--- config.mk ---
export PLATFORM = sky130hd
export DESIGN_NAME = guess_intake
export DESIGN_NICKNAME = d
export VERILOG_FILES = /design/src/rtl/hangman_pkg.sv /design/src/rtl/ascii_letter_norm.sv /design/src/rtl/guess_intake.sv
export SDC_FILE = /design/constraint.sdc
export NUM_CORES = 1
export LEC_CHECK = 0
export BUFFER_PORTS_ARGS = -buffer_cell sky130_fd_sc_hd__buf_2
export CELL_PAD_IN_SITES_DETAIL_PLACEMENT = 0
export CELL_PAD_IN_SITES_GLOBAL_PLACEMENT = 2
export CORE_AREA = 5 5 108 110
export CTS_BUF_LIST = sky130_fd_sc_hd__clkbuf_4
export DETAILED_ROUTE_END_ITERATION = 16
export DIE_AREA = 0 0 113 115
export PLACE_DENSITY = 0.88
export RECOVER_POWER = 50
export SETUP_SLACK_MARGIN = 0.5
export SYNTH_ARGS = -nofsm -noshare
export SYNTH_HDL_FRONTEND = slang
export SYNTH_HIERARCHICAL = 1
export SYNTH_SLANG_ARGS = --single-unit
--- constraint.sdc ---
create_clock -name clk -period 6.8 [get_ports clk]
set_clock_uncertainty 0.15 [all_clocks]
set_input_delay 0.68 -clock clk [delete_from_list [all_inputs] [get_ports clk]]
set_output_delay 0.68 -clock clk [all_outputs]
set_load 0.05 [all_outputs]
--- src/rtl/hangman_pkg.sv ---
// Shared constants and state type for the hangman guess-intake stage.
package hangman_pkg;

   localparam int WORD_LEN = 5;                      // letters per secret word
   localparam int ALPHA    = 26;                     // alphabet size / used-mask width
   localparam int CNT_W    = $clog2(WORD_LEN + 1);   // width of the letter counter
   localparam int WORD_W   = 8 * WORD_LEN;           // width of the packed secret word

   localparam logic [CNT_W-1:0] WORD_FULL = CNT_W'(WORD_LEN);

   localparam logic [7:0] ASCII_A  = 8'h41;
   localparam logic [7:0] ASCII_Z  = 8'h5A;
   localparam logic [7:0] ASCII_LA = 8'h61;
   localparam logic [7:0] ASCII_LZ = 8'h7A;
   localparam logic [7:0] ASCII_BS = 8'h08;
   localparam logic [7:0] ASCII_CR = 8'h0D;
   localparam logic [7:0] CASE_OFS = 8'h20;

   typedef enum logic [1:0] {SETUP, ARM, PLAY} intake_state_t;

endpackage

--- src/rtl/ascii_letter_norm.sv ---
// Combinational letter classifier: folds lowercase to uppercase and gives the
// alphabet index (A=0) used to address the used-letter mask.
module ascii_letter_norm
   import hangman_pkg::*;
(
   input  logic [7:0] in_byte,
   output logic       is_letter,
   output logic [7:0] upper,
   output logic [4:0] idx
);

   logic [7:0] ofs;

   // Classify and normalise; non-letters pass through with idx forced to 0.
   always_comb begin
      is_letter = 1'b0;
      upper     = in_byte;
      if (in_byte >= ASCII_LA && in_byte <= ASCII_LZ) begin
         is_letter = 1'b1;
         upper     = in_byte - CASE_OFS;
      end else if (in_byte >= ASCII_A && in_byte <= ASCII_Z) begin
         is_letter = 1'b1;
      end
      ofs = upper - ASCII_A;
      idx = is_letter ? ofs[4:0] : 5'd0;
   end

endmodule

--- src/rtl/guess_intake.sv ---
// Guess intake: collects the secret word during SETUP, then filters player
// guesses (letters only, not busy, never repeated) during PLAY.
module guess_intake
   import hangman_pkg::*;
(
   input  logic              clk,
   input  logic              nRst,
   input  logic [7:0]        rx_data,
   input  logic              rx_valid,
   input  logic              game_rdy,
   input  logic              new_game,
   output logic [7:0]        guess,
   output logic [WORD_W-1:0] set_word,
   output logic              toggle_state,
   output logic [CNT_W-1:0]  word_count,
   output logic              in_play,
   output logic              dup_guess,
   output logic              bad_char
);

   intake_state_t    state;
   logic [ALPHA-1:0] used;
   logic             is_letter;
   logic [7:0]       letter;
   logic [4:0]       idx;

   ascii_letter_norm u_norm (
      .in_byte   (rx_data),
      .is_letter (is_letter),
      .upper     (letter),
      .idx       (idx)
   );

   // Single FSM block; every output is a register so pulses land one cycle
   // after the byte that caused them, and only one pulse can fire per cycle.
   always_ff @(posedge clk) begin
      if (!nRst) begin
         state        <= SETUP;
         guess        <= '0;
         set_word     <= '0;
         word_count   <= '0;
         used         <= '0;
         toggle_state <= 1'b0;
         in_play      <= 1'b0;
         dup_guess    <= 1'b0;
         bad_char     <= 1'b0;
      end else begin
         toggle_state <= 1'b0;
         dup_guess    <= 1'b0;
         bad_char     <= 1'b0;
         if (new_game) begin
            // Abandon everything; a byte arriving alongside is silently dropped.
            state      <= SETUP;
            guess      <= '0;
            set_word   <= '0;
            word_count <= '0;
            used       <= '0;
            in_play    <= 1'b0;
         end else begin
            case (state)
               SETUP: begin
                  if (rx_valid) begin
                     if (is_letter) begin
                        if (word_count < WORD_FULL) begin
                           set_word   <= {set_word[WORD_W-9:0], letter};
                           word_count <= word_count + 1'b1;
                        end else begin
                           bad_char <= 1'b1;
                        end
                     end else if (rx_data == ASCII_BS) begin
                        if (word_count != '0) begin
                           set_word   <= set_word >> 8;
                           word_count <= word_count - 1'b1;
                        end else begin
                           bad_char <= 1'b1;
                        end
                     end else if (rx_data == ASCII_CR) begin
                        if (word_count == WORD_FULL) begin
                           // Pulse is raised together with entry to ARM so it
                           // is high for exactly the ARM cycle.
                           state        <= ARM;
                           toggle_state <= 1'b1;
                        end else begin
                           bad_char <= 1'b1;
                        end
                     end else begin
                        bad_char <= 1'b1;
                     end
                  end
               end
               ARM: begin
                  state   <= PLAY;
                  in_play <= 1'b1;
                  used    <= '0;
                  if (rx_valid) bad_char <= 1'b1;
               end
               PLAY: begin
                  if (rx_valid) begin
                     if (!is_letter || !game_rdy) begin
                        bad_char <= 1'b1;
                     end else if (used[idx]) begin
                        dup_guess <= 1'b1;
                     end else begin
                        // guess only ever moves to a fresh letter, so a
                        // downstream change detector sees one event per accept
                        guess     <= letter;
                        used[idx] <= 1'b1;
                     end
                  end
               end
               default: state <= SETUP;
            endcase
         end
      end
   end

endmodule

Word level (Yosys, flattened, before mapping)
Index checks and enable logic that the tools add are counted.

Flip-flop bits (word level): 83. Input port bits: 13. Output and inout port bits: 55. Word-level logic and storage cells: 99.

Add/subtract/negate cells: 4. Order comparisons: 7. Eq/ne operators: 14. Mux-type cells: 39. Bitwise operators: 8. Reduce and logical (&&, ||, !) cells: 18.

Operator list (number): $mux 40 (4); $mux 26 (3); $pmux 26 s2 (1); $or 26x26->26 (1); $eq 8x4->1 const B (2); $ge 8x7->1 const B (2); $le 8x7->1 const B (2); $mux 1 (16); $ne 2x2->1 const B (8); $mux 3 (4); $mux 2 (5); $mux 8 (1); $reduce_and 4->1 (2); $sub 8x6->8 const B (1); $not 1->1 (7); $reduce_or 7->1 (1); $lt 5x6->1 const B (1); $pmux 2 s3 (1); $reduce_and 6->1 (1); $reduce_bool 2->1 (3); $bmux 1 s5 (1); $demux 1 s5 (1); $ge 5x1->1 const B (1); $mux 5 (1); 17 further kinds (20).

Logic depth before layout (Yosys ltp)
Gate-level depths: netlist (run 1).

Word-level depth: 14. Gate-level depth with buffers: 14. Depth with buffers taken out: 11.

Cells and area by module
Netlist (run 1), hierarchy kept.

Modules (own cells, without submodules): guess_intake (instances 1, cells an instance 389, area each 3564.7 µm², sequential area each 1661.6 µm²); ascii_letter_norm (instances 1, cells an instance 40, area each 334.1 µm², sequential area each 0.0 µm²).

Least setup slack after synthesis (run 1)
Ideal clock, no wire load.

Kind: input to register. Start point: input rx_data[0]. End point: register guess[7]. Setup time: 0.070 ns. Arrival time: 3.228 ns. Data required time: 6.580 ns. Slack: 3.352 ns. Stages on the path: 13. Buffers on the path: 2. Cells stage by stage: inv_1 -> ha_1 -> or3b_4 -> o311ai_4 -> a211oi_1 -> buf_6 -> mux4_1 -> mux2_2 -> a22oi_2 -> and3_1 -> buf_6 -> nand3_1 -> a21oi_1.

Cells in the longest elaborated chain, start to end: 9. Elaborated cells on any way between the ends: 19. Classes of those cells: add/sub: 2; order compare: 4; mux: 6; bitwise: 2; reduce/logical: 5.

RTL lines: start: declaration (RTL line guess_intake.sv:8) `input logic [7:0] rx_data,`; $ge 8x7->1 (tied with other cells) (RTL line ascii_letter_norm.sv:18) `if (in_byte >= ASCII_LA && in_byte <= ASCII_LZ) begin`; $logic_and 1x1->1 (on tied branches) (RTL line ascii_letter_norm.sv:18, ascii_letter_norm.sv:21); $mux 8 / $mux 1 (equally long branches) (RTL line ascii_letter_norm.sv:18, ascii_letter_norm.sv:21); $sub 5x1->5 / $mux 1 (equally long branches) (RTL line ascii_letter_norm.sv:24, ascii_letter_norm.sv:18); $mux 5 (*) (RTL line ascii_letter_norm.sv:25) `idx = is_letter ? ofs[4:0] : 5'd0;`; via idx[0] (RTL line guess_intake.sv:25) `logic [4:0] idx;`; $bmux 1 s5 (*) (RTL line guess_intake.sv:101) `end else if (used[idx]) begin`; $mux 1 (implied by the code) (*) (RTL line guess_intake.sv:101); $not 1->1 (no source line) (*); $reduce_and 4->1 (no source line) (*); end signal: assignment (RTL line guess_intake.sv:106) `guess <= letter;`; end: declaration (RTL line guess_intake.sv:12) `output logic [7:0] guess,`.

The timed path passes the listed nets; every way through them passes the cells marked *. The select of a mux whose other input is x is not followed. A chain may end at the register's enable or synchronous reset.

Final worst setup path (run 1)
Start point: input rx_data[0]. End point: register set_word[29].

Cells in the longest elaborated chain, start to end: 6. Elaborated cells on any way between the ends: 14. Classes of those cells: order compare: 4; eq/ne: 2; mux: 3; reduce/logical: 5.

RTL lines: $ge 8x7->1 / $le 8x7->1 (equally long branches) (RTL line ascii_letter_norm.sv:21) `end else if (in_byte >= ASCII_A && in_byte <= ASCII_Z) begin`; $logic_and 1x1->1 (RTL line ascii_letter_norm.sv:21); $mux 1 (RTL line ascii_letter_norm.sv:21); $mux 1 (*) (RTL line ascii_letter_norm.sv:18); via is_letter (RTL line guess_intake.sv:23) `logic is_letter;`; $ne 2x1->1 (no source line) / $reduce_bool 2->1 (equally long branches); $reduce_and 5->1 (no source line); end signal: assignment (RTL line guess_intake.sv:65) `set_word <= {set_word[WORD_W-9:0], letter};`; end signal: assignment (RTL line guess_intake.sv:72) `set_word <= set_word >> 8;`; end: declaration (RTL line guess_intake.sv:13) `output logic [WORD_W-1:0] set_word,`.

The timed path passes the listed nets; every way through them passes the cells marked *.

==> reports/summary.txt, run 1 <==
Ys Warns -> 6
routability cong. -> 0.799
critical path peak fanout -> 44
cts bufs inserted -> 9
diodes inserted -> 0
top-area cell type share of the netlist area -> 42.6%
first-pass GRT wire length -> 16.2 mm
Syn Area/Cell -> 9.09 um2
CP peak stage delay -> 1340 ps
Initial Util -> 36.8%
Clock Tree Buf Depth -> 2
Cell Rows -> 38
Total Power -> 0.878 mW
power share of the clock group -> 33.6%
Post-synth EDFFs -> 0
CP top delay family -> compound AO/OA/AOI/OAI gates
Worst Setup Slack, final -> 1860 ps
#FFs+latches synth -> 83
Synthesized Nets -> 448
CTS Sinks -> 83
WS Path Type -> in -> reg
ys flop type -> dfxtp_1
setup bufs post-CTS -> 0
GRT Residual Overflow -> 0
largest net degree at the start of global routing -> 57
Async S/R FF share, synth -> 0%
DIE AREA -> 13000 um2
vias in the first global route -> 2964
nets@finish -> 498
Setup TNS -> 0 ps
Final ANT Viol Nets -> 0
CP max stage cell -> o311ai_0
Iter 0 DRT Violations -> 223
DIE WIDTH -> 113 um
fin. max-slew vios -> 65
leakage -> 1.39 nW
dominant cell type by area after synthesis -> dfxtp_1
Seq/Total Area, Yosys -> 42.6%
cell area power density -> 201 nW/um2
P&R area growth vs syn -> 11.9%
max-cap violations -> 2
hold_buf cts -> 0
layout cells sized above 1 -> 9.09%
P_sw -> 0.238 mW
Final Hold Vio Count -> 0
commonest non-fill, non-tap cell in the layout -> dfxtp_1
unique cell type count in the Yosys netlist -> 52
routed wire length -> 9.97 mm
Finish-stage setup viols -> 0
vias per cell -> 5.35
WP data required -> 6980 ps
Tcrit/Tclk final -> 72.6%
clock transition at the registers of the reported paths -> 120 ps
Finished Cell Area -> 4360 um2
port buffer count -> 67
fmax -> 203 MHz
Setup crit end kind -> register
wire per inst -> 16.0 um
outcome -> finished with violations
die height -> 115 um
most frequent cells in the layout -> dfxtp_1 (83), clkbuf_1 (57), nor2_1 (53), a211oi_1 (37), mux2i_1 (36)
antenna violations before repair -> 0
crit path buf inv count -> 5
CORE AREA -> 10600 um2
Cell Area, Synth -> 3900 um2
worst min path class -> reg -> reg
H-tree Lvls -> 3
Crit path arrival time -> 5110 ps
Root Buffer -> clkbuf_4
DP HPWL -> 6.94 mm
Worst setup SP type -> input pin
CTS tree -> yes
Synth area leaders -> dfxtp_1 (43%), mux2i_1 (9.2%), a211oi_1 (7.3%), nor2_1 (5.2%), o21ai_0 (3.7%)
final routed DRC violation total -> 0
cts repair resizes -> 0
Slew HR -> -69.2%
worst skew pair latency -> 440 ps
Place WS -> 2420 ps
Cell Area, Placed -> 4320 um2
peak supply drop -> 0.0766 mV
post-layout util -> 41.2%
first-pass detailed-route iteration total -> 4
Worst-Margin Slew -> 2540 ps
total track usage -> 15.6%
Vias -> 3336
violated checks -> max-capacitance violations, max-slew violations
register share of total power -> 56.2%
crit-path cells -> clkbuf_1 > inv_1 > ha_1 > or3b_1 > o311ai_0 > a21oi_4 > buf_4 > inv_1 > o211ai_1 > a21oi_4 > buf_4 > nor2_1 > a211oi_1
RSZ-0062 raised after global routing -> false
Final min period -> 4940 ps
cells after synthesis -> 429
io pins -> 68
Comb pwr share -> 10.1%
Switching Fraction -> 27.1%
Pint -> 0.640 mW
==> worst paths after layout <==
path | slack, ps | end | from | cells after the start
setup / recovery | 1860 | set_word[29] | rx_data[0] | 13
hold / removal | 310 | used[3] | used[3] | 2
setup reg to reg | 4310 | set_word[29] | word_count[0] | 6
hold reg to reg | 310 | used[3] | used[3] | 2
==> power groups by stage <==
stage | logic [mW] | registers [mW] | clock network [mW]
after global placement | 0.0908 | 0.505 | 0
final | 0.0891 | 0.494 | 0.295
after detailed placement | 0.0921 | 0.505 | 0
after CTS | 0.0923 | 0.494 | 0.307
after floorplan | 0.0539 | 0.517 | 0
after global routing | 0.0973 | 0.495 | 0.326
==> per-layer routing <==
metal | vias up | track usage [%] | part of all wire, %
li1 | 1656 | - | -
met1 | 1589 | 22.2 | 49
met2 | 87 | 23.0 | 45
met3 | 4 | 4.47 | 6.1
met4 | 0 | 4.81 | 0.51
met5 | - | 0 | 0
==> worst min-delay path, delay by kind of cell (launching register included) <==
kind | cells | cell delay (ps)
flip-flops | 1 | 340
AND/OR/NAND/NOR | 1 | 40
AO/OA/AOI/OAI | 1 | 60
==> synthesized netlist by cell type, drive strengths merged (2+ instances only) <==
cell and n:
a211oi 38, a21oi 12, a22o 3, a22oi 9, buf 11, clkbuf 22, dfxtp 83, ha 5
inv 11, mux2 2, mux2i 36, mux4 4, nand2 34, nand2b 7, nand3 11, nand4 2
nor2 54, nor2b 5, nor3 8, o211ai 3, o21a 3, o21ai 29, o22ai 2, o31ai 2
o41ai 4, or3 6, xnor2 4, xor2 2
==> cell type report <==
cell class              count  area [um2]
well taps                 140         175
clock buffers              12        90.1
inverters                  11        41.3
flip-flops and latches     83        1660
repair buffers             72         299
clock inverters             4        51.3
fillers                  1119        6240
multi-input cells         302        2050
==> metrics by stage <==
step                      cells  hold slack, ps
after global placement      608             277
after detailed placement    608             286
final                       624             315
after CTS                   624             316
after global routing        624             340
after floorplan             429             264
==> flip-flops by register name, summed over array words and instances, names as in the netlist <==
| register | cells |
|---|---|
| set_word | 40 |
| used | 26 |
| guess | 8 |
| word_count | 3 |
| bad_char | 1 |
| dup_guess | 1 |
| toggle_state | 1 |
| state | 2 |
| in_play | 1 |
==> logic make-up after synthesis <==
group / after synthesis / share of synthesized area (%)
AOI/OAI and AO/OA: 113 / 20.3
xor gates and xnor gates: 6 / 1.35
adders and majority gates: 6 / 2.12
buffers and inverters: 44 / 5.23
DFF: 83 / 42.6
muxes: 42 / 12.4
and+or+nand+nor: 135 / 15.9
Power figures use the tool's default switching activity.
==> run 2: changes to the inputs <==
CORE_AREA = 5 5 112 114   (was 5 5 108 110)
DIE_AREA = 0 0 117 119   (was 0 0 113 115)
PLACE_DENSITY = 0.82   (was 0.88)
clock period = 5.1 ns   (was 6.8 ns; I/O delays follow)
==> run 2 against run 1 <==
The run still ends with max-capacitance violations, max-slew violations left. Count of clock-buffer cells in the layout down 2. Via count down 0.54%. Hold slack worse by 110 ps. Worst setup slack worse by 710 ps. Final cell count up 0.48%. Sequential share of layout area about the same. Critical endpoint is now used[13]. Largest power group unchanged.
==> reports/summary.txt, run 2 (synthesis results as in run 1) <==
first-pass GRT wire length -> 16.2 mm (+0.39%)
port buffer count -> 67 (unchanged)
CTS Sinks -> 83 (unchanged)
Finished Cell Area -> 4370 um2 (+0.11%)
power share of the clock group -> 35.3% (+1.7 points)
outcome -> finished with violations
critical path peak fanout -> 40 (-9.1%)
commonest non-fill, non-tap cell in the layout -> dfxtp_1
post-layout util -> 38.6% (-2.6 points)
peak supply drop -> 0.131 mV (+71%)
leakage -> 1.40 nW (+0.25%)
vias in the first global route -> 3075 (+3.7%)
setup bufs post-CTS -> 0 (unchanged)
routability cong. -> 0.837 (+4.8%)
first-pass detailed-route iteration total -> 4 (unchanged)
Largest register FFs -> 40 (unchanged)
Initial Util -> 34.4% (-2.3 points)
Crit path arrival time -> 4150 ps (-960 ps)
Worst Setup SP -> rx_data[0]
total track usage -> 14.7% (-0.91 points)
Cell Rows -> 39 (+2.6%)
Tcrit/Tclk final -> 77.4%
cell area power density -> 275 nW/um2 (+37%)
Finish-stage setup viols -> 0 (unchanged)
GRT Residual Overflow -> 0 (unchanged)
nets@finish -> 498 (unchanged)
fmax -> 253 MHz
Root Buffer -> clkbuf_4
FILL cells -> 1190 (+6.3%)
register share of total power -> 54.8% (-1.4 points)
violated checks -> max-capacitance violations, max-slew violations
hold slack -> 207 ps (-107 ps)
Worst-Margin Slew -> 2640 ps (+101 ps)
DP HPWL -> 7.03 mm (+1.3%)
Switching Fraction -> 26.1% (-0.97 points)
routed wire length -> 9.92 mm (-0.50%)
DIE AREA -> 13900 um2 (+7.1%)
RSZ-0062 raised after global routing -> false
Largest regs -> set_word: 40 flops, used: 26 flops, guess: 8 flops
P_sw -> 0.314 mW (+32%)
Pint -> 0.888 mW (+39%)
worst min path class -> in -> reg
diodes inserted -> 0 (unchanged)
Clock Tree Buf Depth -> 2 (unchanged)
worst reg2reg endpoint -> used[13]
Most flops, register -> set_word
io pins -> 68 (unchanged)
Total Power -> 1.20 mW (+37%)
Reg area -> 1660 um2 (unchanged)
die height -> 119 um (+3.5%)
fin. max-slew vios -> 57 (-12%)
Vias -> 3318 (-0.54%)
Iter 0 DRT Violations -> 157 (-30%)
Comb pwr share -> 9.9% (-0.2 points)
flop2flop setup slack -> 2690 ps (-1620 ps)
DIE WIDTH -> 117 um (+3.5%)
CORE AREA -> 11300 um2 (+6.8%)
wire per inst -> 15.8 um (-0.98%)
P&R area growth vs syn -> 12.1%
combined area of the multi-input logic cells -> 2030 um2 (-0.61%)
final routed DRC violation total -> 0 (unchanged)
Critical Path End -> used[13]
layout cells sized above 1 -> 8.26% (-0.83 points)
cts repair resizes -> 0 (unchanged)
Final min period -> 3950 ps
worst skew pair latency -> 440 ps (about the same)
Setup TNS -> 0 ps (unchanged)
clock transition at the registers of the reported paths -> 130 ps (about the same)
Final Hold Vio Count -> 0 (unchanged)
Worst setup SP type -> input pin
hold_buf cts -> 0 (unchanged)
H-tree Lvls -> 3 (unchanged)
Setup crit end kind -> register
R2R cell count -> 5 (-1)
largest net degree at the start of global routing -> 65 (+14%)
WP data required -> 5310 ps (-1670 ps)
CTS tree -> yes
antenna violations before repair -> 0 (unchanged)
cts bufs inserted -> 9 (unchanged)
vias per cell -> 5.29 (-1.0%)
worst reg2reg startpoint -> state[1]
WS Path Type -> in -> reg
Final ANT Viol Nets -> 0 (unchanged)
max-cap violations -> 1 (-1)
Slew HR -> -76.0% (-6.7 points)
Cell Area, Placed -> 4320 um2 (about the same)
most frequent cells in the layout -> dfxtp_1 (83), clkbuf_1 (57), nor2_1 (53), a211oi_1 (37), mux2i_1 (36)
-- run 2: changes by cell type in the layout (fill, tap and decap cells not counted), moves of 2 or more --
cell      delta
a21oi_1      +2
clkinv_1     +2
a21oi_4      -2
clkbuf_4     -2
-- run 2: how the worst min path moves through the flow --
stage	start	endpoint	slack, ps	cells past startpoint
2_1_floorplan	used[6]	used[6]	260	2
3_3_place_gp	used[2]	used[2]	280	2
3_5_place_dp	used[5]	used[5]	290	2
4_1_cts	new_game	state[1]	180	3
5_1_grt	rx_valid	bad_char	180	3
6_report	new_game	state[1]	210	3
-- run 2: per-layer routing --
| metal | GRT usage (%) | up-vias | share of wire (%) |
|---|---|---|---|
| met5 | 0 | - | 0 |
| met4 | 5.81 | 0 | 1.7 |
| met3 | 3.55 | 12 | 5.9 |
| met2 | 21.2 | 74 | 43 |
| met1 | 21.0 | 1580 | 49 |
| li1 | - | 1652 | - |
-- run 2: metrics by stage --
stage / cells / setup slack, ps
after floorplan: 429 / 1820
after global placement: 611 / 1070
after detailed placement: 611 / 1010
after CTS: 627 / 1480
after global routing: 627 / 887
final: 627 / 1150
-- run 2: power groups by stage --
stage | sequential (mW) | combinational (mW) | clock (mW)
2_1_floorplan | 0.689 | 0.0719 | 0
3_3_place_gp | 0.673 | 0.123 | 0
3_5_place_dp | 0.673 | 0.124 | 0
4_1_cts | 0.659 | 0.124 | 0.445
5_1_grt | 0.660 | 0.130 | 0.475
6_report | 0.659 | 0.119 | 0.425
-- run 2: critical path, stage by stage --
cell      delay (ps)
clkbuf_1         390
inv_1            130
ha_1             250
or3b_1           260
o311ai_4         150
a21oi_1          200
buf_4            560
nand4_1          510
or3_1            580
or3_1            410
o21ai_0          160
-- run 2: cell type report --
type	count	share of cell area [%]
inverters	11	0.945
well taps	143	4.10
clock inverters	6	1.83
repair buffers	72	6.84
flip-flops and latches	83	38.0
multi-input cells	302	46.5
clock buffers	10	1.72
